===== src/rtl/max_reduce_uint8_pkg.sv =====
// Shared types and default sizes for the frame max-reduction block.
package max_reduce_uint8_pkg;

    localparam int unsigned DefWidth = 8;
    localparam int unsigned DefCntW  = 8;

    typedef enum logic [1:0] {
        StIdle,
        StAccum,
        StHold
    } state_e;

endpackage


===== src/rtl/max_uint8.sv =====
// Combinational unsigned maximum of two operands.
module max_uint8 #(
    parameter int unsigned WIDTH = 8
) (
    input  logic [WIDTH-1:0] a,
    input  logic [WIDTH-1:0] b,
    output logic [WIDTH-1:0] max_val
);

    assign max_val = (a > b) ? a : b;

endmodule


===== src/rtl/max_reduce_uint8.sv =====
// Streams unsigned elements per frame and reports the maximum, the index of its
// first occurrence and the saturating element count.
module max_reduce_uint8
    import max_reduce_uint8_pkg::*;
#(
    parameter int unsigned WIDTH = DefWidth,
    parameter int unsigned CNT_W = DefCntW
) (
    input  logic             clk,
    input  logic             rst_n,
    input  logic             in_valid,
    output logic             in_ready,
    input  logic [WIDTH-1:0] in_data,
    input  logic             in_last,
    output logic             out_valid,
    input  logic             out_ready,
    output logic [WIDTH-1:0] out_max,
    output logic [CNT_W-1:0] out_idx,
    output logic [CNT_W-1:0] out_count
);

    localparam logic [CNT_W-1:0] CntMax = '1;
    localparam logic [CNT_W-1:0] CntOne = CNT_W'(1);

    state_e           state_q, state_d;
    logic [WIDTH-1:0] acc_q, acc_d;
    logic [CNT_W-1:0] idx_q, idx_d;
    logic [CNT_W-1:0] count_q, count_d;
    logic [CNT_W-1:0] pos_q, pos_d;
    logic             ready_en_q;

    logic [WIDTH-1:0] cand_max;
    logic             new_max;
    logic             accept;

    max_uint8 #(
        .WIDTH(WIDTH)
    ) u_max (
        .a      (in_data),
        .b      (acc_q),
        .max_val(cand_max)
    );

    // The max differs from acc only when in_data is strictly larger, so ties keep the older index.
    assign new_max   = (cand_max != acc_q);

    // ready_en_q holds in_ready low through reset and the first edge after release.
    assign in_ready  = ready_en_q && (state_q != StHold);
    assign accept    = in_valid && in_ready;
    assign out_valid = (state_q == StHold);
    assign out_max   = acc_q;
    assign out_idx   = idx_q;
    assign out_count = count_q;

    always_comb begin
        state_d = state_q;
        acc_d   = acc_q;
        idx_d   = idx_q;
        count_d = count_q;
        pos_d   = pos_q;
        unique case (state_q)
            StIdle: begin
                if (accept) begin
                    acc_d   = in_data;
                    idx_d   = '0;
                    count_d = CntOne;
                    pos_d   = CntOne;
                    state_d = in_last ? StHold : StAccum;
                end
            end
            StAccum: begin
                if (accept) begin
                    if (new_max) begin
                        acc_d = cand_max;
                        idx_d = pos_q;
                    end
                    if (pos_q != CntMax) begin
                        pos_d = pos_q + CntOne;
                    end
                    if (count_q != CntMax) begin
                        count_d = count_q + CntOne;
                    end
                    if (in_last) begin
                        state_d = StHold;
                    end
                end
            end
            StHold: begin
                if (out_ready) begin
                    state_d = StIdle;
                end
            end
            default: state_d = StIdle;
        endcase
    end

    always_ff @(posedge clk or negedge rst_n) begin
        if (!rst_n) begin
            state_q    <= StIdle;
            acc_q      <= '0;
            idx_q      <= '0;
            count_q    <= '0;
            pos_q      <= '0;
            ready_en_q <= 1'b0;
        end else begin
            state_q    <= state_d;
            acc_q      <= acc_d;
            idx_q      <= idx_d;
            count_q    <= count_d;
            pos_q      <= pos_d;
            ready_en_q <= 1'b1;
        end
    end

endmodule


===== config.mk =====
export PLATFORM = sky130hd
export DESIGN_NAME = max_reduce_uint8
export DESIGN_NICKNAME = d
export VERILOG_FILES = /design/src/rtl/max_reduce_uint8_pkg.sv /design/src/rtl/max_uint8.sv /design/src/rtl/max_reduce_uint8.sv
export SDC_FILE = /design/constraint.sdc
export NUM_CORES = 1
export LEC_CHECK = 0
export CORE_MARGIN = 4
export CORE_UTILIZATION = 50
export DETAILED_ROUTE_END_ITERATION = 12
export DONT_BUFFER_PORTS = 1
export SYNTH_ARGS = -nofsm -noshare
export SYNTH_HDL_FRONTEND = slang
export SYNTH_SLANG_ARGS = --single-unit

===== constraint.sdc =====
create_clock -name clk -period 5.6 [get_ports clk]
set_input_delay 0.28 -clock clk [delete_from_list [all_inputs] [get_ports clk]]
set_output_delay 0.28 -clock clk [all_outputs]
set_load 0.02 [all_outputs]

==> qor.txt, run 1 <==
Pleak -> 0.935 nW
Tot Pwr -> 950 uW
highest metal used -> met4
DRT Wirelength -> 4340 um
run status -> completed
Remaining DRCs -> 0
crit path DAT -> 2570 ps
Post-DP HPWL -> 3130 um
share of cells above drive strength 1 -> 0.0991
Port Buffers -> 0
Hold Slack -> 85.9 ps
syn_area_per_cell -> 9.74 sq um
final hold vios -> 0
hold crit path type -> in -> reg
row cnt -> 22
clock skew -> 5.09 ps
DP Worst Slack -> 3290 ps
Post-synth ARST share -> 1.00
Nets -> 234
ANT cells -> 0
total CTS buffers -> 5
crit share post-route -> 0.427
initial core utilization -> 0.533
Starting DRT DRC Count -> 121
Worst Max-Slew Pin Slew -> 919 ps
core area -> 3800 sq um
Synth Flop Type -> dfrtp_1
Slew headroom -> 0.381
clk sink count -> 35
CP Launch Type -> flop
Setup Viol. Count Final -> 0
# fillers -> 345
TritonCTS clock tree -> yes
CP Capture Type -> flop
met3 wire len -> 396 um
first-pass GRT wire length -> 7310 um
Reg area -> 876 sq um
Seq pwr share -> 0.446
drt first pass iters -> 5
crit path max fanout -> 12
min Tclk post-route -> 2390 ps
RePlAce Congestion -> 0.827
clock tree buffer depth -> 2
sw frac -> 0.378
Wirelength per Cell -> 16.7 um
max_cap viols -> 0
min setup slack post-route -> 3210 ps
final design utilization -> 0.585
Mapped Cells -> 208
Die Span X -> 71.7 um
power density over cell area -> 427 nW/um^2
Worst Setup Path Type -> reg -> reg
largest net degree at the start of global routing -> 36
area delta synth->final -> 9.76%
Met2 Routed Length -> 1980 um
Hold Path Depth -> 1
maximum VDD drop -> 0.000240 V
TNS Setup -> 0 ps
Post-Route M1 WL -> 1850 um
synthesized flop and latch total -> 35
GRT Overall Usage -> 0.180
CTS root buffer -> clkbuf_8
Netlist cell types -> 42
Fmax -> 0.418 GHz
Syn. warnings -> 0
syn_nets -> 231
DR vias -> 1580
Reg2Reg Depth -> 6
Die Area -> 5130 sq um
vias in the first global route -> 1526
Gate power share -> 0.263
Pint -> 590 uW
H-Tree Depth -> 2
Worst Path Required -> 5770 ps
Clk Latency, worst-skew pair -> 290 ps
IO Pins -> 39
number of synthesized flops with an enable pin -> 0
NetSw -> 359 uW
Post-Syn Area -> 2030 sq um
Die Span Y -> 71.7 um
register area share after synthesis -> 0.432
post-route ant nets -> 0
Final Slew Violations -> 0
multi-input logic area -> 1080 sq um
clock power share -> 0.291
CTS clk-pin slew, worst paths -> 70 ps
antenna violations before repair -> 0
total congestion overflow -> 0
RSZ-0062 raised after global routing -> false
DR vias/cell -> 6.08
metrics by stage:
stage / instance area, sq um / instances
3_5_place_dp: 2060 / 250
5_1_grt: 2220 / 260
6_report: 2220 / 260
3_3_place_gp: 2060 / 250
2_1_floorplan: 2030 / 208
4_1_cts: 2220 / 260
worst max-delay path: stages, from the launching register on:
cell and delay [ps]:
dfrtp_1 520, ha_1 250, nand3_1 200, o41ai_2 890, nor3_1 170, xnor2_1 200
nor2_1 60
power by group through the flow:
stage                     clock (mW)  sequential (mW)  combinational [mW]
final                          0.276            0.423               0.250
after global routing           0.289            0.432               0.286
after CTS                      0.278            0.423               0.253
after detailed placement           0            0.428               0.244
after global placement             0            0.425               0.236
after floorplan                    0            0.410               0.208
final cells by class:
cell class,count,share of cell area
well taps,48,0.0270
clock inverters,3,0.0304
multi-input cells,156,0.484
flip-flops and latches,35,0.394
repair buffers,3,0.0169
inverters,10,0.0169
clock buffers,5,0.0310
repair_timing:
action,CTS,global route
hold buffers,2,0
hold endpoints to repair,35,0
resized for setup,0,0
setup buffers,0,0
cells in the mapped netlist (all sizes together), types with 2 or more instances:
library cell | count | area, sq um
inv | 10 | 37.5
xnor2 | 3 | 26.3
nor2b | 3 | 18.8
buf | 3 | 21.3
o41ai | 2 | 25.0
nand3 | 7 | 35.0
a21oi | 6 | 33.8
nand2b | 2 | 12.5
and2 | 2 | 12.5
o211ai | 2 | 15.0
mux2i | 8 | 80.1
clkbuf | 4 | 15.0
a311oi | 2 | 17.5
and3 | 2 | 12.5
nand2 | 40 | 153
ha | 10 | 125
nor4 | 3 | 37.5
o311ai | 7 | 78.8
xor2 | 12 | 105
o31ai | 2 | 15.0
o2111ai | 8 | 70.1
o21ai | 9 | 45.0
and3b | 2 | 17.5
nor2 | 12 | 47.6
nand4 | 2 | 12.5
dfrtp | 35 | 876
flip-flops by register name (all words and copies together) (netlist names):
signal / flops
ready_en_q: 1
out_max: 8
state_q: 2
pos_q: 8
out_idx: 8
out_count: 8
logic make-up (layout without fill, tap and decap cells):
logic type / count (synthesis) / in the layout / share of synthesized area
xor+xnor: 15 / 15 / 0.0649
other cells: 1 / 1 / 0.00185
flops: 35 / 35 / 0.432
mux: 9 / 9 / 0.0451
fa+ha+maj: 10 / 10 / 0.0618
buf+inv: 17 / 21 / 0.0364
simple gates: 79 / 79 / 0.190
compound gates: 42 / 42 / 0.168
worst paths after layout:
| check | from | endpoint | slack [ps] |
|---|---|---|---|
| min | in_last | state_q[0] | 90 |
| max reg2reg | out_count[0] | out_count[5] | 3210 |
| max | out_count[0] | out_count[5] | 3210 |
| min reg2reg | state_q[1] | state_q[0] | 530 |
| min in group asynchronous | rst_n | out_idx[6] | 430 |
| max in group asynchronous | rst_n | out_count[3] | 4990 |
cell usage in the layout, fill, tap and decap left out, types with 3 or more instances in the layout:
cell / Yosys / layout
a21oi_1: 5 / 5
clkbuf_8: 0 / 5
dfrtp_1: 35 / 35
ha_1: 10 / 10
inv_1: 10 / 10
mux2i_1: 8 / 8
nand2_1: 39 / 39
nand3_1: 7 / 7
nor2_1: 11 / 11
nor2b_1: 3 / 3
nor4_2: 3 / 3
o2111ai_1: 8 / 8
o21ai_0: 9 / 9
o311ai_1: 6 / 6
xnor2_1: 3 / 3
xor2_1: 12 / 12
layer usage:
layer | track usage | vias up
met5 | 0 | -
met4 | 0.0793 | 0
met3 | 0.0701 | 8
met2 | 0.270 | 57
met1 | 0.228 | 768
li1 | - | 747
Power figures use the tool's default switching activity.
==> run 2: changes to the inputs <==
ABC_AREA = 1   (was unset)
clock period = 2.3 ns   (was 5.6 ns; I/O delays follow)
==> qor.txt, run 2 <==
run status -> completed
crit path DAT -> 2340 ps
most common cell in the netlist -> nand2_1
ANT cells -> 0
vias in the first global route -> 2013
commonest non-fill, non-tap cell in the layout -> nand2_1
r2r setup slk -> 140 ps
hold crit path type -> in -> reg
largest area contributor in the netlist -> dfrtp_1
clk sink count -> 35
register area share after synthesis -> 0.374
final hold vios -> 0
post-route ant nets -> 0
DR vias -> 2171
syn_area_per_cell -> 7.20 sq um
main area contributors after synthesis -> dfrtp_1 (37%), nand2_1 (13%), inv_1 (7.7%)
Die Span Y -> 76.4 um
Starting DRT DRC Count -> 158
CTS clk-pin slew, worst paths -> 80 ps
crit path max fanout -> 9
Worst Max-Slew Pin Slew -> 669 ps
Seq pwr share -> 0.298
Synth Flop Type -> dfrtp_1
Hold Path Origin -> in_valid
Post-Syn Area -> 2340 sq um
Syn. warnings -> 0
initial core utilization -> 0.526
sw frac -> 0.450
max_cap viols -> 0
Setup Viol. Count Final -> 0
Worst Path Required -> 2480 ps
Pint -> 1.59 mW
Hold EP -> state_q[0]
Remaining DRCs -> 0
Die Area -> 5840 sq um
DP Worst Slack -> -23.5 ps
syn_nets -> 348
clock skew -> 9.23 ps
Netlist cell types -> 29
first-pass GRT wire length -> 9770 um
largest net degree at the start of global routing -> 36
TritonCTS clock tree -> yes
TNS Setup -> 0 ps
top-area cell type share of the netlist area -> 0.374
min setup slack post-route -> 141 ps
Post-synth top cells -> nand2_1 (84), inv_1 (48), dfrtp_1 (35)
worst reg2reg startpoint -> out_max[5]
Gate power share -> 0.511
Die Span X -> 76.4 um
area delta synth->final -> 21.0%
Port Buffers -> 0
power density over cell area -> 1020 nW/um^2
DR vias/cell -> 5.40
Mapped Cells -> 325
# fillers -> 423
share of cells above drive strength 1 -> 0.203
crit share post-route -> 0.939
CP Launch Type -> flop
Final Slew Violations -> 0
CTS root buffer -> clkbuf_8
CP Capture Type -> flop
clock tree buffer depth -> 2
Post-DP HPWL -> 4170 um
RSZ-0062 raised after global routing -> false
Wirelength per Cell -> 14.9 um
most frequent cells in the layout -> nand2_1 (83), inv_1 (40), dfrtp_1 (35)
Clk Latency, worst-skew pair -> 290 ps
Nets -> 372
number of synthesized flops with an enable pin -> 0
Post-synth ARST share -> 1.00
GRT Overall Usage -> 0.205
Worst Setup Path Type -> reg -> reg
NetSw -> 1.30 mW
synthesized flop and latch total -> 35
H-Tree Depth -> 2
DRT Wirelength -> 5970 um
Reg2Reg Depth -> 14
clock power share -> 0.191
row cnt -> 24
total CTS buffers -> 5
core area -> 4440 sq um
Hold Path Depth -> 2
RePlAce Congestion -> 0.846
IO Pins -> 39
maximum VDD drop -> 0.000552 V
min Tclk post-route -> 2160 ps
drt first pass iters -> 4
Fmax -> 0.463 GHz
R2R Path End -> out_idx[1]
Slew headroom -> 0.553
Pleak -> 1.43 nW
antenna violations before repair -> 0
total congestion overflow -> 0
-- run 2: final cells by class --
cell class,count,area (sq um),share of cell area
sequential,35,876,0.309
multi-input combinational,235,1380,0.488
tap,52,65.1,0.0230
timing repair buffer,23,213,0.0752
clock buffer,5,68.8,0.0243
clock inverter,3,43.8,0.0155
inverter,49,184,0.0650
-- run 2: timing repair --
action / CTS / global route
endpoints found under the hold margin: 35 / 0
setup buffers: 1 / 4
cloned: 0 / 3
endpoints found under the setup margin: 11 / 16
gates resized for setup: 1 / 29
hold buffers: 2 / 0
pin swaps: 0 / 13
-- run 2: worst max path at each step --
stage | start | end | depth (start not counted)
floorplan | out_max[1] | out_max[0] | 18
global placement | out_max[6] | out_idx[1] | 13
detailed placement | out_max[6] | out_max[2] | 13
CTS | out_max[6] | out_max[2] | 14
global route | out_max[7] | out_max[2] | 14
finish | out_max[5] | out_idx[1] | 14
-- run 2: power by group through the flow --
stage	clock [mW]	combinational, mW	sequential (mW)
global placement	0	1.22	0.862
finish	0.553	1.48	0.864
global route	0.595	1.67	0.882
floorplan	0	0.803	0.950
CTS	0.566	1.26	0.855
detailed placement	0	1.23	0.867
-- run 2: critical path, stage by stage (launching register included) --
cell and delay [ps]:
dfrtp_1 390, inv_2 80, ha_4 190, a21oi_1 120, nor2_1 90, nor2_4 200, nand2_4 140, nand4_1 110
inv_1 50, nor2_1 110, nand2_1 90, nor2_4 170, nand2_4 130, nand3_1 100, nand2_1 50
-- run 2: metal layers --
metal  wire length (um)  GRT usage  part of all wire  up-vias
met1               2770      0.276              0.46      994
met3                316     0.0520             0.053        8
met2               2800      0.319              0.47       53
li1                   -          -                 -     1116
met4                 95     0.0707             0.016        0
met5                  0          0                 0        -
-- run 2: cell families after synthesis --
kind of cell,share of synthesized area
and+or+nand+nor,0.364
buffers and inverters,0.107
AOI/OAI and AO/OA,0.0963
DFF,0.374
adders and majority gates,0.0535
xor gates and xnor gates,0.00374
other,0.00160
-- run 2: per-stage QoR --
step	cells	util	hold slack, ps	cell area (sq um)	total power [mW]
after floorplan	325	-	-181	2340	1.75
after global placement	384	0.556	-179	2470	2.08
after detailed placement	384	0.556	-179	2470	2.09
after CTS	395	0.594	43.7	2640	2.68
after global routing	402	0.637	42.3	2830	3.14
final	402	0.637	45.4	2830	2.90
==> run 3: changes to the inputs <==
CORE_UTILIZATION = 45   (was 50)
==> qor.txt, run 3 (synthesized netlist as in run 2, its figures left out) <==
antenna violations before repair -> 0
row cnt -> 25
Setup Viol. Count Final -> 0
H-Tree Depth -> 2
total CTS buffers -> 5
hold crit path type -> in -> reg
drt first pass iters -> 4
TNS Setup -> 0 ps
Pleak -> 1.47 nW
Worst Path Required -> 2520 ps
final hold vios -> 0
Slew headroom -> 0.553
Die Span X -> 80.1 um
largest net degree at the start of global routing -> 36
Clk Latency, worst-skew pair -> 290 ps
first-pass GRT wire length -> 9650 um
Tot Pwr -> 3.02 mW
run status -> completed
crit share post-route -> 0.980
Starting DRT DRC Count -> 194
Remaining DRCs -> 0
total congestion overflow -> 0
clk sink count -> 35
initial core utilization -> 0.479
CP Launch Type -> flop
most frequent cells in the layout -> nand2_1 (80), inv_1 (40), dfrtp_1 (35)
share of cells above drive strength 1 -> 0.224
CTS root buffer -> clkbuf_8
maximum VDD drop -> 0.000461 V
crit path DAT -> 2480 ps
DR vias/cell -> 5.05
Post-DP HPWL -> 4190 um
GRT Overall Usage -> 0.192
fin cells -> 424
RePlAce Congestion -> 0.822
Final Slew Violations -> 0
DR vias -> 2143
CP Capture Type -> flop
Die Area -> 6420 sq um
CTS clk-pin slew, worst paths -> 80 ps
Die Span Y -> 80.1 um
min Tclk post-route -> 2250 ps
ANT cells -> 0
Wirelength per Cell -> 14.4 um
clock tree buffer depth -> 2
vias in the first global route -> 2052
DRT Wirelength -> 6090 um
Worst Max-Slew Pin Slew -> 668 ps
power density over cell area -> 1040 nW/um^2
IO Pins -> 39
RSZ-0062 raised after global routing -> true
Worst Setup Path Type -> reg -> reg
Nets -> 379
commonest non-fill, non-tap cell in the layout -> nand2_1
Placed Cells -> 400
Port Buffers -> 0
TritonCTS clock tree -> yes
clock skew -> 10.5 ps
max_cap viols -> 0
core area -> 4880 sq um
area delta synth->final -> 24.5%
post-route ant nets -> 0
Fmax -> 0.444 GHz
crit path max fanout -> 8
run 3: worst max-delay path: stages (launching register included):
cell       delay (ps)
dfrtp_1           400
inv_2              80
ha_4              200
a21oi_2           150
nor2_2             50
nor2_2            130
nand2_4           110
buf_6             130
nand4_1            90
nand2_1            80
nor2_2            110
nand3_2           110
o21bai_4          240
clkbuf_16         190
nand2_1            50
nand2_1            60
run 3: path summary, 6_finish.rpt:
kind	slack (ps)	cells past startpoint	to	start
setup / recovery	50	15	out_idx[7]	out_max[5]
hold / removal	40	2	state_q[0]	in_valid
setup reg to reg	50	15	out_idx[7]	out_max[5]
hold reg to reg	540	2	pos_q[1]	pos_q[1]
max in group asynchronous	1820	2	pos_q[3]	rst_n
min in group asynchronous	280	2	out_idx[3]	rst_n
run 3: where the power goes:
group / total [mW] / switching (mW) / internal, mW
Clock: 0.559 / 0.236 / 0.323
Sequential: 0.863 / 0.136 / 0.728
Combinational: 1.60 / 0.939 / 0.659
run 3: timing repair:
item                                   CTS  global route
pin swaps                                0            10
hold buffers                             2             0
endpoints found under the hold margin   35             0
cloned                                   0             2
setup endpoints to repair               16            16
gates resized for setup                  1            33
setup buffers                            1            11
run 3: cell type report:
class                           count  area (sq um)
Fill cell                         461          1970
Sequential cell                    35           876
Timing Repair Buffer               33           318
Clock inverter                      3          43.8
Multi-Input combinational cell    232          1340
Tap cell                           67          83.8
Clock buffer                        5          68.8
Inverter                           49           184
run 3: layer usage:
layer / global-route usage / vias to the layer above / part of all wire
li1: - / 1123 / -
met1: 0.251 / 960 / 0.45
met2: 0.314 / 49 / 0.47
met3: 0.0460 / 11 / 0.058
met4: 0.0557 / 0 / 0.020
met5: 0 / - / 0
run 3: stage by stage:
stage / hold WS [ps] / util / setup slack (ps) / area, sq um
floorplan: -181 / - / 63.2 / 2340
global placement: -179 / 0.512 / -8.04 / 2500
detailed placement: -179 / 0.512 / -33.8 / 2500
CTS: 35.4 / 0.546 / 43.9 / 2670
global route: 41.1 / 0.597 / -79.9 / 2910
finish: 43.8 / 0.597 / 47.0 / 2910
